## config.mk

```make
export PLATFORM = sky130hd
export DESIGN_NAME = pieo_op_sched
export DESIGN_NICKNAME = d
export VERILOG_FILES = /design/src/rtl/pieo_datatypes.sv /design/src/rtl/pieo_op_sched_occ.sv /design/src/rtl/pieo_op_sched.sv
export SDC_FILE = /design/constraint.sdc
export NUM_CORES = 1
export LEC_CHECK = 0
export ABC_AREA = 1
export CORE_MARGIN = 3
export CORE_UTILIZATION = 43
export DETAILED_ROUTE_END_ITERATION = 10
export PLACE_DENSITY_LB_ADDON = 0.05
export SYNTH_ARGS = -nofsm -noshare
export SYNTH_HDL_FRONTEND = slang
export SYNTH_SLANG_ARGS = --single-unit
```

## constraint.sdc

```tcl
create_clock -name clk -period 2 [get_ports clk]
set_input_delay 0.3 -clock clk [delete_from_list [all_inputs] [get_ports clk]]
set_output_delay 0.3 -clock clk [all_outputs]
set_load 0.01 [all_outputs]
```

## src/rtl/pieo_datatypes.sv

```systemverilog
// Shared PIEO types: list geometry, sublist element layout, scheduler command.
// Pure declarations; no timing or backpressure of its own.
package pieo_datatypes;

    localparam int LIST_SIZE   = 9;
    localparam int TIME_LOG    = 6;
    localparam int NULL_BUCKET = 5;

    localparam int ID_W   = 8;
    localparam int RANK_W = 6;
    localparam int ST_W   = $clog2(TIME_LOG);

    // send_time indexes a bit of the bucket bitmap; NULL_BUCKET marks an empty entry
    typedef struct packed {
        logic [ID_W-1:0]   id;
        logic [RANK_W-1:0] rank;
        logic [ST_W-1:0]   send_time;
    } SublistElement;

    typedef enum logic {
        ENQ = 1'b0,
        DEQ = 1'b1
    } pieo_op_t;

    // tmap is the bucket bitmap handed to the PIEO for a dequeue
    typedef struct packed {
        pieo_op_t            op;
        SublistElement       elem;
        logic [TIME_LOG-1:0] tmap;
    } PieoCmd;

endpackage

```

## src/rtl/pieo_op_sched_occ.sv

```systemverilog
// Saturating list-occupancy counter with full/empty flags.
// Latency: count updates on the edge after inc/dec; flags and err are combinational.
// Backpressure: none; an over/underflow attempt is refused and flagged on err.
module pieo_occ_counter
    import pieo_datatypes::*;
#(
    parameter int DEPTH = LIST_SIZE,
    parameter int W     = $clog2(DEPTH + 1)
) (
    input  logic         clk,
    input  logic         rst,
    input  logic         inc,
    input  logic         dec,
    output logic [W-1:0] count,
    output logic         full,
    output logic         empty,
    output logic         err
);

    localparam logic [W-1:0] MAX = W'(DEPTH);

    always_comb begin
        full  = (count == MAX);
        empty = (count == '0);
        err   = (inc && !dec && full) || (dec && !inc && empty);
    end

    always_ff @(posedge clk or posedge rst) begin
        if (rst) begin
            count <= '0;
        end else if (inc && !dec && !full) begin
            count <= count + 1'b1;
        end else if (dec && !inc && !empty) begin
            count <= count - 1'b1;
        end
    end

endmodule

```

## src/rtl/pieo_op_sched.sv

```systemverilog
// Serializes enqueue/dequeue requests into single PIEO operations; tracks occupancy.
// Latency: handshake T -> pieo_start T+1; pieo_done D -> resp D+1; empty-list dequeue answered at T+1.
// Backpressure: both readies low outside IDLE or while pieo_ready is low; dequeue wins unless enqueue is starved.
module pieo_op_sched #(
    parameter int LIST_SIZE    = pieo_datatypes::LIST_SIZE,
    parameter int TIME_LOG     = pieo_datatypes::TIME_LOG,
    parameter int NULL_BUCKET  = pieo_datatypes::NULL_BUCKET,
    parameter int STARVE_LIMIT = 4
) (
    input  logic                             clk,
    input  logic                             rst,

    input  logic                             enq_valid,
    output logic                             enq_ready,
    input  pieo_datatypes::SublistElement    enq_elem,

    input  logic                             deq_valid,
    output logic                             deq_ready,
    input  logic [TIME_LOG-1:0]              deq_time,

    output logic                             resp_valid,
    output logic                             resp_hit,
    output pieo_datatypes::SublistElement    resp_elem,

    output logic                             pieo_start,
    output logic                             pieo_op,
    output pieo_datatypes::SublistElement    pieo_elem,
    output logic [TIME_LOG-1:0]              pieo_time,

    input  logic                             pieo_ready,
    input  logic                             pieo_done,
    input  logic                             pieo_deq_hit,
    input  pieo_datatypes::SublistElement    pieo_deq_elem,

    output logic [$clog2(LIST_SIZE+1)-1:0]   occupancy,
    output logic                             full,
    output logic                             empty,
    output logic                             err
);

    import pieo_datatypes::PieoCmd;
    import pieo_datatypes::ENQ;
    import pieo_datatypes::DEQ;
    import pieo_datatypes::ST_W;

    localparam int OCC_W = $clog2(LIST_SIZE + 1);
    localparam int SC_W  = $clog2(STARVE_LIMIT + 1);

    localparam logic [ST_W-1:0] NULL_ST    = ST_W'(NULL_BUCKET);
    localparam logic [SC_W-1:0] STARVE_MAX = SC_W'(STARVE_LIMIT);

    typedef enum logic [1:0] {
        S_IDLE  = 2'd0,
        S_ISSUE = 2'd1,
        S_WAIT  = 2'd2
    } state_t;

    state_t            state;
    PieoCmd            cmd;
    logic [SC_W-1:0]   starve_cnt;

    logic                enq_elig;
    logic                starved;
    logic                arb_ok;
    logic                enq_null;
    logic                done_ok;
    logic                occ_inc;
    logic                occ_dec;
    logic                occ_err;
    logic [TIME_LOG-1:0] deq_tmap;

    always_comb begin
        enq_elig  = enq_valid && !full;
        starved   = (starve_cnt == STARVE_MAX);
        arb_ok    = (state == S_IDLE) && pieo_ready;
        // readies already fold in valid, so a high ready is a completed handshake
        enq_ready = arb_ok && enq_elig && (!deq_valid || starved);
        deq_ready = arb_ok && deq_valid && !(starved && enq_elig);
        enq_null  = (enq_elem.send_time == NULL_ST);
        deq_tmap  = deq_time;
        deq_tmap[NULL_BUCKET] = 1'b0;
        done_ok   = (state == S_WAIT) && pieo_done;
        occ_inc   = done_ok && (cmd.op == ENQ);
        occ_dec   = done_ok && (cmd.op == DEQ) && pieo_deq_hit;
    end

    assign pieo_op   = cmd.op;
    assign pieo_elem = cmd.elem;
    assign pieo_time = cmd.tmap;

    pieo_occ_counter #(
        .DEPTH (LIST_SIZE),
        .W     (OCC_W)
    ) u_occ (
        .clk   (clk),
        .rst   (rst),
        .inc   (occ_inc),
        .dec   (occ_dec),
        .count (occupancy),
        .full  (full),
        .empty (empty),
        .err   (occ_err)
    );

    // Starvation guard: counts dequeue wins that passed over a waiting enqueue
    always_ff @(posedge clk or posedge rst) begin
        if (rst) begin
            starve_cnt <= '0;
        end else if (!enq_elig || enq_ready) begin
            starve_cnt <= '0;
        end else if (deq_ready && !starved) begin
            starve_cnt <= starve_cnt + 1'b1;
        end
    end

    always_ff @(posedge clk or posedge rst) begin
        if (rst) begin
            err <= 1'b0;
        end else if (occ_err
                     || (pieo_done && (state != S_WAIT))
                     || (enq_ready && enq_null)
                     || (deq_ready && deq_time[NULL_BUCKET])) begin
            err <= 1'b1;
        end
    end

    always_ff @(posedge clk or posedge rst) begin
        if (rst) begin
            state      <= S_IDLE;
            cmd        <= '0;
            pieo_start <= 1'b0;
            resp_valid <= 1'b0;
            resp_hit   <= 1'b0;
            resp_elem  <= '0;
        end else begin
            pieo_start <= 1'b0;
            resp_valid <= 1'b0;
            resp_hit   <= 1'b0;
            resp_elem  <= '0;
            case (state)
                S_IDLE: begin
                    if (enq_ready && !enq_null) begin
                        cmd        <= '{op: ENQ, elem: enq_elem, tmap: '0};
                        pieo_start <= 1'b1;
                        state      <= S_ISSUE;
                    end else if (deq_ready) begin
                        if (empty) begin
                            // nothing to extract: answer a miss locally
                            resp_valid <= 1'b1;
                        end else begin
                            cmd        <= '{op: DEQ, elem: '0, tmap: deq_tmap};
                            pieo_start <= 1'b1;
                            state      <= S_ISSUE;
                        end
                    end
                end
                S_ISSUE: begin
                    state <= S_WAIT;
                end
                S_WAIT: begin
                    if (pieo_done) begin
                        state <= S_IDLE;
                        if (cmd.op == DEQ) begin
                            resp_valid <= 1'b1;
                            resp_hit   <= pieo_deq_hit;
                            resp_elem  <= pieo_deq_elem;
                        end
                    end
                end
                default: begin
                    state <= S_IDLE;
                end
            endcase
        end
    end

endmodule

```

==> key figures <==
Global route
  – Global-route wire length before repair: 9052 um
  – Largest net degree at the start of global routing: 54
  – Grt total ovfl: 0
  – Via count of the first global-routing pass: 2004
  – Antenna violations before repair: 0
  – Total Routing Usage GR: 17.63%

Logic synthesis
  – Synthesized netlist net count: 308
  – Post-synthesis instance area: 2435 sq um
  – Count of unique library cells instantiated by Yosys: 27
  – Number of enable-type register cells in the synthesized netlist: 0
  – Register area share after synthesis: 54.47%
  – Top post-synthesis cells by count: dfrtp_1 (53), nand2_1 (53), inv_1 (33)
  – Count of mapped cells out of synthesis: 256
  – YS warnings: 0
  – Synth Register Bits: 53
  – Portion of synthesized cell area occupied by the leading cell type: 54.47%
  – Syn avg cell area: 9.511 sq um
  – Synth top area cells: dfrtp_1 (54%), nand2_1 (8.2%), nand3_2 (7.4%)
  – Share of synthesized flip-flops with an asynchronous set or reset: 100.0%
  – Area leader, netlist: dfrtp_1
  – Commonest register cell after synthesis: dfrtp_1

Critical path
  – Endpoint required time on the critical path: 1.70 ns
  – Kind of launch point of the worst setup path: flip-flop
  – Category of the most critical setup path: reg -> out
  – Data arrival, critical path: 1.59 ns
  – Setup crit end kind: output port
  – Largest fanout of any net on the critical path: 4

Pwr
  – Power density of the placed cells: 1073 nW/um^2
  – Peak supply drop: 0.0005622 V
  – Static leakage: 1.905 nW

Clock network
  – Skew-Pair Late Insertion Delay: 0.30 ns
  – TritonCTS clock tree: yes
  – Total CTS buffers: 5
  – Worst-path clk slew: 0.09 ns
  – Buffers from clock root to sink, at most: 2
  – Max H-tree Level: 2
  – CTS root buffer: clkbuf_8
  – Clock sinks: 53

Drt
  – Iter 0 DRT Violations: 89
  – Ratio of routed vias to standard cells: 4.629
  – WL/cell: 12.42 um
  – Number of DRC violations after detailed routing: 0
  – Antenna-violating nets left: 0
  – Number of search-and-repair iterations in the first detailed-routing pass: 4
  – Number of vias in the routed layout: 2074
  – WL final: 5564 um

Timing
  – Final setup violation count: 0
  – Portion of the clock cycle consumed by the worst path in the final layout: 94.35%
  – Setup_tns: 0 ns
  – Final WS setup: 0.1130 ns
  – Worst-case hold slack: 0.3619 ns
  – Fin Clk Skew: 0.005113 ns
  – Max Slew Vio Count: 0
  – Achievable frequency: 529.9 MHz
  – Unrepaired setup endpoints after global routing: false
  – Minimum clock period: 1.887 ns
  – Total count of hold-check failures in the final report: 0

Place
  – Pre-CTS WS: -0.1512 ns
  – Routability congestion estimate from global placement: 0.8127
  – Placed inst area: 3611 sq um
  – DP HPWL: 4185 um
  – Cell Count Post-Placement: 435
  – PortBufs: 98

Floorplan
  – Site Rows: 26
  – Effective utilization at floorplan: 45.92%
  – Standard cell core area: 5303 sq um
  – DIE WIDTH: 81.25 um
  – Top Ports: 100
  – Vertical die dimension: 81.25 um
  – Area of the die: 6602 sq um

Outcome
  – Run status: finished clean

Run
  – Total of max-cap violations: 0

Finish
  – Synth-to-layout area growth: 55.04%
  – Proportion of layout cells with a drive suffix above 1: 18.52%
  – Post-route non-filler standard cell count: 448
  – Diode insertion count for antenna repair: 0
  – Post-route cell area: 3775 sq um
  – Net total in the final layout: 429

Min path
  – Class of the worst hold path: in -> async
## registers in the layout (all words and copies together), names as in the netlist
| name | cells |
|---|---|
| starve_cnt | 3 |
| state | 2 |
| u_occ.count | 4 |
| resp_valid | 1 |
| pieo_elem | 17 |
| pieo_start | 1 |
| resp_elem | 17 |
| pieo_op | 1 |
| pieo_time | 5 |
| resp_hit | 1 |
| err | 1 |
## layout make-up
cell class              instances  area, sq um
multi-input cells             159        947.2
clock buffers                   6        82.58
fillers                       418         1528
flip-flops and latches         53         1326
inverters                      36        135.1
repair buffers                122         1182
well taps                      70        87.58
clock inverters                 2        13.76
## path summary, 6_finish.rpt
path | to | slack, ns | from | depth (start not counted)
max | enq_ready | 0.11 | u_occ.count[2] | 7
min | resp_elem[0] | 0.36 | rst | 3
max reg2reg | u_occ.count[3] | 0.13 | u_occ.count[2] | 14
min reg2reg | pieo_elem[0] | 0.51 | pieo_elem[0] | 2
max in group asynchronous | err | 1.41 | rst | 3
min in group clk | resp_elem[11] | 0.50 | pieo_deq_elem[11] | 3
## power by group
group	internal (mW)	leakage, nW	switching, mW
registers	1.36	0.704	0.192
logic	1.03	1.15	0.850
clock network	0.281	0.0512	0.345
## layout by cell type, fill, tap and decap left out, drive strengths merged
master	instances
a22oi	1
clkdlybuf4s50	94
inv	36
ha	4
dlygate4sd2	3
fa	1
conb	1
clkbuf	6
a21oi	2
xnor2	1
o21ai	4
nand3	50
nor3	1
nand2	59
nand3b	1
nor2	30
dfrtp	53
xor2	1
buf	24
clkinv	2
nand4	3
clkdlybuf4s15	1
## stage by stage
step,util [%],power [mW]
6_report,71.19,4.052
5_1_grt,71.19,4.345
4_1_cts,70.58,4.053
3_5_place_dp,68.10,3.375
3_3_place_gp,68.10,3.342
2_1_floorplan,-,2.416
## critical path, stage by stage, from the launching register on
cell,delay (ns)
dfrtp_1,0.42
nor2_4,0.14
nand2_2,0.07
buf_4,0.14
buf_4,0.13
nand2_4,0.09
nor2_8,0.05
clkdlybuf4s15_1,0.25
## layer usage
layer  global-route usage (%)  wire length, um  vias to the layer above
met3                    5.432              465                        6
met5                        0                0                        -
met2                    28.33             2602                       74
met4                    4.223               55                        0
met1                    23.33             2441                      953
li1                         -                -                     1041
## repair_timing
action	in CTS	in global routing
pin swaps	2	0
resized for setup	5	6
hold buffers	0	0
cloned	0	0
setup buffers	5	0
setup endpoints to repair	4	14
## logic make-up after synthesis
family | Yosys count | share of synthesized area, %
and+or+nand+nor | 144 | 32.22
DFF | 53 | 54.47
buffers and inverters | 44 | 8.017
AOI/OAI and AO/OA | 7 | 1.542
adders and majority gates | 5 | 2.878
xor gates and xnor gates | 2 | 0.7196
other | 1 | 0.1540
Note: power is estimated with default switching activity, not from simulation.
